$ cat config.mk
export PLATFORM = sky130hd
export DESIGN_NAME = load_store_unit
export DESIGN_NICKNAME = d
export VERILOG_FILES = /design/src/rtl/lsu_pkg.sv /design/src/rtl/lsu_lane_align.sv /design/src/rtl/load_store_unit.sv
export SDC_FILE = /design/constraint.sdc
export NUM_CORES = 1
export LEC_CHECK = 0
export ABC_AREA = 1
export ABC_CLOCK_PERIOD_IN_PS = 3400
export BUFFER_PORTS_ARGS = -buffer_cell sky130_fd_sc_hd__buf_4
export CORE_MARGIN = 4
export CORE_UTILIZATION = 40
export DETAILED_ROUTE_END_ITERATION = 16
export PLACE_DENSITY_LB_ADDON = 0.3
export SYNTH_ARGS = -nofsm -noshare
export SYNTH_HDL_FRONTEND = slang
export SYNTH_SLANG_ARGS = --single-unit
$ cat constraint.sdc
create_clock -name clk -period 3.4 [get_ports clk]
set_input_delay 0.34 -clock clk [delete_from_list [all_inputs] [get_ports clk]]
set_output_delay 0.34 -clock clk [all_outputs]
set_load 0.05 [all_outputs]
$ cat src/rtl/lsu_pkg.sv
// Shared encodings for the load/store unit: access sizes, FSM states and
// the lane extension helper used by the align datapath.
package lsu_pkg;

  localparam logic [1:0] SZ_BYTE = 2'b00;
  localparam logic [1:0] SZ_HALF = 2'b01;
  localparam logic [1:0] SZ_WORD = 2'b10;
  localparam logic [1:0] SZ_RSVD = 2'b11;

  typedef enum logic {
    ST_IDLE   = 1'b0,
    ST_RMW_WR = 1'b1
  } lsu_state_e;

  // Sign- or zero-extend a byte (lane[7:0]) or a halfword (lane[15:0]) to 32 bits.
  function automatic logic [31:0] extend_lane(input logic [15:0] lane,
                                              input logic        is_half,
                                              input logic        sign_ext);
    logic [31:0] r;
    if (is_half) begin
      if (sign_ext) r = {{16{lane[15]}}, lane};
      else          r = {16'd0, lane};
    end else begin
      if (sign_ext) r = {{24{lane[7]}}, lane[7:0]};
      else          r = {24'd0, lane[7:0]};
    end
    return r;
  endfunction

endpackage

$ cat src/rtl/lsu_lane_align.sv
// Little-endian lane datapath: extracts/extends the addressed lane for loads
// and splices store data into the addressed lane of a read word.
module lsu_lane_align
  import lsu_pkg::*;
(
  input  logic [1:0]  byte_off,
  input  logic [1:0]  size,
  input  logic        sign_ext,
  input  logic [31:0] rd_word,
  input  logic [31:0] wdata,
  output logic [31:0] load_data,
  output logic [31:0] merge_data
);

  logic [7:0]  byte_lane_s;
  logic [15:0] half_lane_s;

  // Select the addressed byte and halfword of the read word.
  always_comb begin
    byte_lane_s = rd_word[{byte_off, 3'b000} +: 8];
    half_lane_s = rd_word[{byte_off[1], 4'b0000} +: 16];
  end

  // Load path: extend the selected lane; words pass through untouched.
  always_comb begin
    load_data = 32'd0;
    case (size)
      SZ_BYTE: load_data = extend_lane({8'd0, byte_lane_s}, 1'b0, sign_ext);
      SZ_HALF: load_data = extend_lane(half_lane_s, 1'b1, sign_ext);
      SZ_WORD: load_data = rd_word;
      default: load_data = 32'd0;
    endcase
  end

  // Store path: replace only the addressed lane with right-justified wdata.
  always_comb begin
    merge_data = rd_word;
    case (size)
      SZ_BYTE: merge_data[{byte_off, 3'b000} +: 8]    = wdata[7:0];
      SZ_HALF: merge_data[{byte_off[1], 4'b0000} +: 16] = wdata[15:0];
      SZ_WORD: merge_data = wdata;
      default: merge_data = rd_word;
    endcase
  end

endmodule

$ cat src/rtl/load_store_unit.sv
// Load/store unit between the core and word-addressed data memory; sub-word
// stores are done as a stalling two-cycle read-modify-write.
module load_store_unit
  import lsu_pkg::*;
#(
  parameter int ADDR_W = 16
) (
  input  logic        clk,
  input  logic        reset,
  input  logic        mem_read,
  input  logic        mem_write,
  input  logic [1:0]  size,
  input  logic        sign_ext,
  input  logic [31:0] addr,
  input  logic [31:0] wdata,
  output logic [31:0] rdata,
  output logic        stall,
  output logic        fault,
  output logic [31:0] fault_addr,
  output logic [31:0] dm_addr,
  output logic        dm_we,
  output logic [31:0] dm_wdata,
  input  logic [31:0] dm_rd
);

  localparam int HI_W = 30 - ADDR_W;

  lsu_state_e  state_r;
  lsu_state_e  state_nxt_s;
  logic [31:0] merge_r;
  logic [29:0] idx_r;
  logic [31:0] fault_addr_r;

  logic        access_s;
  logic        load_s;
  logic        align_err_s;
  logic        range_err_s;
  logic        fault_s;
  logic        word_store_s;
  logic        sub_store_s;
  logic [31:0] load_data_s;
  logic [31:0] merge_data_s;

  lsu_lane_align u_align (
    .byte_off   (addr[1:0]),
    .size       (size),
    .sign_ext   (sign_ext),
    .rd_word    (dm_rd),
    .wdata      (wdata),
    .load_data  (load_data_s),
    .merge_data (merge_data_s)
  );

  // Alignment check per size; the reserved size always faults.
  always_comb begin
    align_err_s = 1'b0;
    case (size)
      SZ_BYTE: align_err_s = 1'b0;
      SZ_HALF: align_err_s = addr[0];
      SZ_WORD: align_err_s = (addr[1:0] != 2'b00);
      default: align_err_s = 1'b1;
    endcase
  end

  // Request decode; a simultaneous read and write is handled as a store.
  always_comb begin
    access_s     = mem_read | mem_write;
    load_s       = mem_read & ~mem_write;
    range_err_s  = (addr[31:ADDR_W+2] != {HI_W{1'b0}});
    fault_s      = access_s & (align_err_s | range_err_s);
    word_store_s = mem_write & ~fault_s & (size == SZ_WORD);
    sub_store_s  = mem_write & ~fault_s & ((size == SZ_BYTE) | (size == SZ_HALF));
  end

  // FSM state register.
  always_ff @(posedge clk or posedge reset) begin
    if (reset) state_r <= ST_IDLE;
    else       state_r <= state_nxt_s;
  end

  // FSM next state: a sub-word store spends exactly one cycle in RMW_WR.
  always_comb begin
    state_nxt_s = state_r;
    case (state_r)
      ST_IDLE: begin
        if (sub_store_s) state_nxt_s = ST_RMW_WR;
        else             state_nxt_s = ST_IDLE;
      end
      ST_RMW_WR: state_nxt_s = ST_IDLE;
      default:   state_nxt_s = ST_IDLE;
    endcase
  end

  // Merge word and target index captured on the read half of the RMW.
  always_ff @(posedge clk or posedge reset) begin
    if (reset) begin
      merge_r <= 32'd0;
      idx_r   <= 30'd0;
    end else if ((state_r == ST_IDLE) && sub_store_s) begin
      merge_r <= merge_data_s;
      idx_r   <= addr[31:2];
    end
  end

  // Address of the most recent faulting access.
  always_ff @(posedge clk or posedge reset) begin
    if (reset)        fault_addr_r <= 32'd0;
    else if (fault_s) fault_addr_r <= addr;
  end

  // FSM outputs: memory port and stall.
  always_comb begin
    stall    = 1'b0;
    dm_we    = 1'b0;
    dm_wdata = 32'd0;
    dm_addr  = {2'b00, addr[31:2]};
    case (state_r)
      ST_IDLE: begin
        if (word_store_s) begin
          dm_we    = 1'b1;
          dm_wdata = wdata;
        end else if (sub_store_s) begin
          stall    = 1'b1;
        end else begin
          dm_we    = 1'b0;
        end
      end
      ST_RMW_WR: begin
        dm_addr  = {2'b00, idx_r};
        dm_we    = 1'b1;
        dm_wdata = merge_r;
      end
      default: begin
        dm_we    = 1'b0;
      end
    endcase
  end

  // Load data and fault reporting.
  always_comb begin
    if (load_s && !fault_s) rdata = load_data_s;
    else                    rdata = 32'd0;
    fault      = fault_s;
    fault_addr = fault_addr_r;
  end

endmodule

# Yosys cells after proc, flatten, opt, wreduce, memory -nomap -nowiden
# Cells that the tools add are included.
[totals]
out_inout_bits = 131
in_bits = 103
ram_bits = 0
romBits = 0
n_memories = 0
reg_bits = 95
latchBits = 0
word_cells = 48
[op_classes]
div = 0
reduce_logical = 6
n_eq_ne = 2
magnitude_cmp = 0
n_mux = 17
n_addsub = 2
bitwise = 11
n_mul = 0
n_shift = 6
[ops]
columns = ["op", "count"]
rows = [
  ["case mux 32 bit (3 select lines)", 2],
  ["2-to-1 mux 32 bit", 4],
  ["bitwise mux 32 bit", 2],
  ["case mux 32 bit (2 select lines)", 1],
  ["variable shift 16 x 7 -> 32 bit (first input constant)", 1],
  ["variable shift 8 x 7 -> 32 bit (first input constant)", 1],
  ["variable part select 16 x 7 -> 32 bit", 1],
  ["variable part select 32 x 6 -> 16 bit", 1],
  ["variable part select 32 x 6 -> 8 bit", 1],
  ["variable part select 8 x 7 -> 32 bit", 1],
  ["2-to-1 mux 30 bit", 1],
  ["negation 5 -> 7 bit", 2],
  ["nonzero test 14 bit", 1],
  ["AND 1 bit", 5],
  ["2-to-1 mux 1 bit", 4],
  ["case mux 1 bit (2 select lines)", 2],
  ["NOT 1 bit", 3],
  ["OR 1 bit", 3],
  ["case mux 1 bit (3 select lines)", 1],
  ["equality test 2 x 1 -> 1 bit (second input constant)", 1],
  ["equality test 2 bit (second input constant)", 1],
  ["logical AND 1 bit", 2],
  ["logical NOT 2 bit", 1],
  ["nonzero test 2 bit", 1],
  ["logical NOT 1 bit", 1],
]

# Logic depth before layout (Yosys ltp)
[depth]
ltp_word = 10
depth_mapped = 17
ltp_nobuf = 13

# Hierarchy
# A second synthesis with hierarchy kept.
[unflattened]
hier_cells = 1215
hier_area_um2 = 7169.4
[by_module_without_submodules]
columns = ["mod", "cells_each", "area_per_inst_um2", "seq_area_each_um2", "n_inst"]
rows = [
  ["load_store_unit", 688, 4818.4, 2377.3, 1],
  ["lsu_lane_align", 527, 2351.0, 0.0, 1],
]

# Least setup slack after synthesis
# No wires, ideal clock.
[synth_timing]
kind = "input to output"
from = "in addr[1]"
to = "out rdata[16]"
path_slack_ps = 516
t_required_ps = 3060
arrival_ps = 2544
path_buffers = 4
cell_stages = 12
cell_sequence = "buf_2 -> inv_2 -> buf_2 -> ha_1 -> buf_2 -> inv_1 -> nand2_1 -> nand2_2 -> nor2_4 -> nand4_2 -> buf_2 -> a21oi_1"
[synth_between]
elab_chain_cells = 7
word_cells_on_any_way = 12
classes_between = "shift: 2; mux: 5; bitwise: 2; reduce/logical: 3"
[synth_rtl]
columns = ["item", "line_no", "source"]
rows = [
  ["from (decl)", "load_store_unit.sv:14", "input logic [31:0] addr,"],
  ["parallel branches: the longest is 6 deep, another holds variable part select 32 x 6 -> 16 bit", "n/a", ""],
  ["2-to-1 mux 32 bit (*)", "load_store_unit.sv:141", "if (load_s && !fault_s) rdata = load_data_s;"],
  ["to (decl)", "load_store_unit.sv:16", "output logic [31:0] rdata,"],
]
# Every way passes the cells marked *.

# Worst setup path in the final report
[layout_timing]
from = "in addr[0]"
to = "out dm_wdata[17]"
[layout_between]
elab_chain_cells = 9
[layout_rtl]
columns = ["item", "line_no", "source"]
rows = [
  ["nonzero test 2 bit", "load_store_unit.sv:60", "SZ_WORD: align_err_s = (addr[1:0] != 2'b00);"],
  ["case mux 1 bit (3 select lines) (*)", "load_store_unit.sv:57", "case (size)"],
  ["OR 1 bit (*)", "load_store_unit.sv:70", "fault_s = access_s & (align_err_s | range_err_s);"],
  ["AND 1 bit (*)", "load_store_unit.sv:70", ""],
  ["NOT 1 bit (*)", "load_store_unit.sv:71", "word_store_s = mem_write & ~fault_s & (size == SZ_WORD);"],
  ["AND 1 bit (*) (2 in series)", "load_store_unit.sv:71", ""],
  ["2-to-1 mux 32 bit (*)", "load_store_unit.sv:119", "if (word_store_s) begin"],
  ["case mux 32 bit (2 select lines) (*)", "load_store_unit.sv:117", "case (state_r)"],
  ["to (decl)", "load_store_unit.sv:22", "output logic [31:0] dm_wdata,"],
]
# Mark *: on every way between the ends. The rest lies on a longest branch, timed or not.

==> out/metrics.cfg <==
[die]
core-area_um2=18100
die_h_um=144
ios=234
die_area_um2=20800
std_cell_rows=49
start_util_pct=41.1
die_w_um=144

[final_layout]
final_cell_mix=nand2_1 (469), buf_4 (245), inv_1 (196)
fin_area_um2=9530
nFillCells=1882
diodes=0
syn_to_final_growth_pct=28.3
drive_gt1_share_pct=20.4
fin_nets=1546
final_common_cell=nand2_1
register_area_um2=2380
multi_input_area_um2=3910

[synthesis]
yosys-top-cells-area=dfrtp_1 (32%), nand2_1 (24%), inv_1 (10%)
synth-compound-area-share_pct=15.2
yosys_warnings=0
ys_seq_area_share_pct=32.0
synth_top_cell_area_share_pct=32.0
ys_types=32
synthSimpleGateAreaFrac_pct=36.2
synth_area_um2=7430
synth-xor-area-share_pct=0
ys_ff_latch=95
yosysTopAreaCell=dfrtp_1
postSynthAreaPerCell_um2=5.92
synth_top_family_by_area=simple AND/OR/NAND/NOR gates
netlist_instances=1254
muxShareOfSynthArea_pct=0
synth_fa_ha_area_share_pct=0.842

[clocking]
postCtsSetupBuffers=0
ctsResizeCount=0
cts_tree=built
insertion_delay_ns=0.35
cts_root_buf=clkbuf_16
cts.sinks=95
clock_path_buffers=2
clk_pin_slew_worst_paths_ns=0.07
cts_buffers=9
cts_hold_buffers=0
htree_levels=3

[setup_path]
cp_slowest_cell=buf_4
r2r-start=state_r
critPathRequiredTime_ns=3.06
critPathArrivalTime_ns=2.65
rr_endpoint=idx_r[2]
crit_top_cell=buf_4
cp-end-kind=primary output
path_max_fanout=38
critPathTopFamily=buffers and inverters
r2r_cells=5
path_buf_inv=6
critPathKind=in -> out
crit_chain=buf_4 -> inv_1 -> ha_1 -> inv_1 -> nand2_1 -> nand2_2 -> inv_2 -> nand4_1 -> nor2_4 -> buf_4 -> nand3_1 -> o21ai_0 -> buf_4
cp-start-kind=primary input
cpPeakStageDelay_ns=0.36
reg2reg_slack_ns=1.45

[placement]
dp_hpwl_um=20000
place_area_um2=9220
place_congestion=0.962
port_buffers=231
place_ws_ns=0.448

[power_and_ir_drop]
power_density_nw_per_um2=326
p_total_mw=3.11
vdd_ir_drop_max_mv=0.234
power_leakage_nw=5.32

[global_routing]
grt_remaining_overflow=0
grt_use_total_pct=25.3
antenna_found_initial=0
grt_pass1_vias=8023
grt_pass1_wl_um=41500
grt_max_degree=65

[timing]
tns_ns=0
fin_crit_sh_pct=87.9
hold_viol_final=0
whs_ns=0.0506
period_needed_ns=2.99
setup_viol=0
layout_setup_ws_ns=0.412
relSlewSlack_pct=34.8
fmax_ghz=0.335
fin_skew_ns=0.00753
rsz0062_at_grt=no
slew_violations=0
tightest_slew_ns=0.976

[detailed_routing]
wl_um=26400
vias=8445
drt_iter0_drc=541
final_antenna_net_count=0
avgViaCountPerCell=5.05
first_pass_iters=5
drcViolationCount=0
wl_per_cell_um=15.8

[worst_hold_path]
hold_class=in -> async

[job]
max_cap_viol_count=0

[status]
status=finished clean

through the flow:
stage          util (%)  cells
6_report           52.7   1672
5_1_grt            52.7   1672
4_1_cts            52.7   1672
3_5_place_dp       51.0   1656
3_3_place_gp       51.0   1656
2_1_floorplan         -   1255
where the power goes:
| group | total (mW) | leakage (nW) | switching, mW | internal, mW |
|---|---|---|---|---|
| combinational | 0.848 | 4.07 | 0.585 | 0.263 |
| sequential | 1.18 | 1.09 | 0.0173 | 1.16 |
| clock | 1.08 | 0.156 | 0.477 | 0.603 |
| total | 3.11 | 5.32 | 1.08 | 2.03 |
metal layers:
layer	vias to the layer above	wire length (um)	track usage, %	share of wire [%]
li1	4220	-	-	-
met1	3813	11200	32.2	42
met2	354	12300	42.7	46
met3	58	2040	4.73	7.7
met4	0	919	9.38	3.5
met5	-	0	0	0
registers in the layout, indices dropped and copies added (netlist names):
register	count
idx_r	30
fault_addr	32
state_r	1
merge_r	32
synth_stat cells:
library cell,n
nand2_1,470
inv_1,197
o21ai_0,98
dfrtp_1,95
nand3_1,94
nor2_1,85
o21ai_1,53
buf_2,34
clkbuf_1,25
a21oi_1,19
o22ai_1,13
a21oi_2,10
buf_4,8
o211ai_1,7
a221oi_1,6
ha_1,5
inv_2,5
buf_6,4
clkinv_1,4
nor2_4,4
nand2_2,3
nor2_2,3
buf_1,2
nand4_2,2
a22oi_1,1
clkbuf_2,1
conb_1,1
inv_4,1
nand2_4,1
nand4_1,1
or2_1,1
or2_2,1
how the worst max path moves through the flow:
stage                 start      endpoint  cells after the start
floorplan           addr[1]     rdata[16]                     12
global placement    addr[0]  dm_wdata[31]                     13
detailed placement  addr[0]  dm_wdata[17]                     13
CTS                 addr[0]  dm_wdata[17]                     13
global route        addr[0]  dm_wdata[19]                     13
finish              addr[0]  dm_wdata[17]                     13
worst register-to-register path: stages (launching register included):
cell and delay [ns]:
dfrtp_2 0.40, inv_1 0.42, nand4_4 0.43, buf_4 0.41, nand2_1 0.10, o21ai_1 0.06
cells by family (layout without fill, tap and decap cells):
group,count (synthesis),count (layout)
adder cells (fa/ha/maj),5,5
AO/OA/AOI/OAI,207,207
flip-flops,95,95
AND/OR/NAND/NOR,665,665
buffers and inverters,281,469
other,1,2
cell type report:
class                           count  share of cell area (%)
Inverter                          207                    8.21
Sequential cell                    95                    25.0
Timing Repair Buffer              246                    19.5
Clock buffer                       10                    2.51
Multi-Input combinational cell    879                    41.0
Clock inverter                      6                   0.762
Tap cell                          229                    3.01
Power figures use the tool's default switching activity.
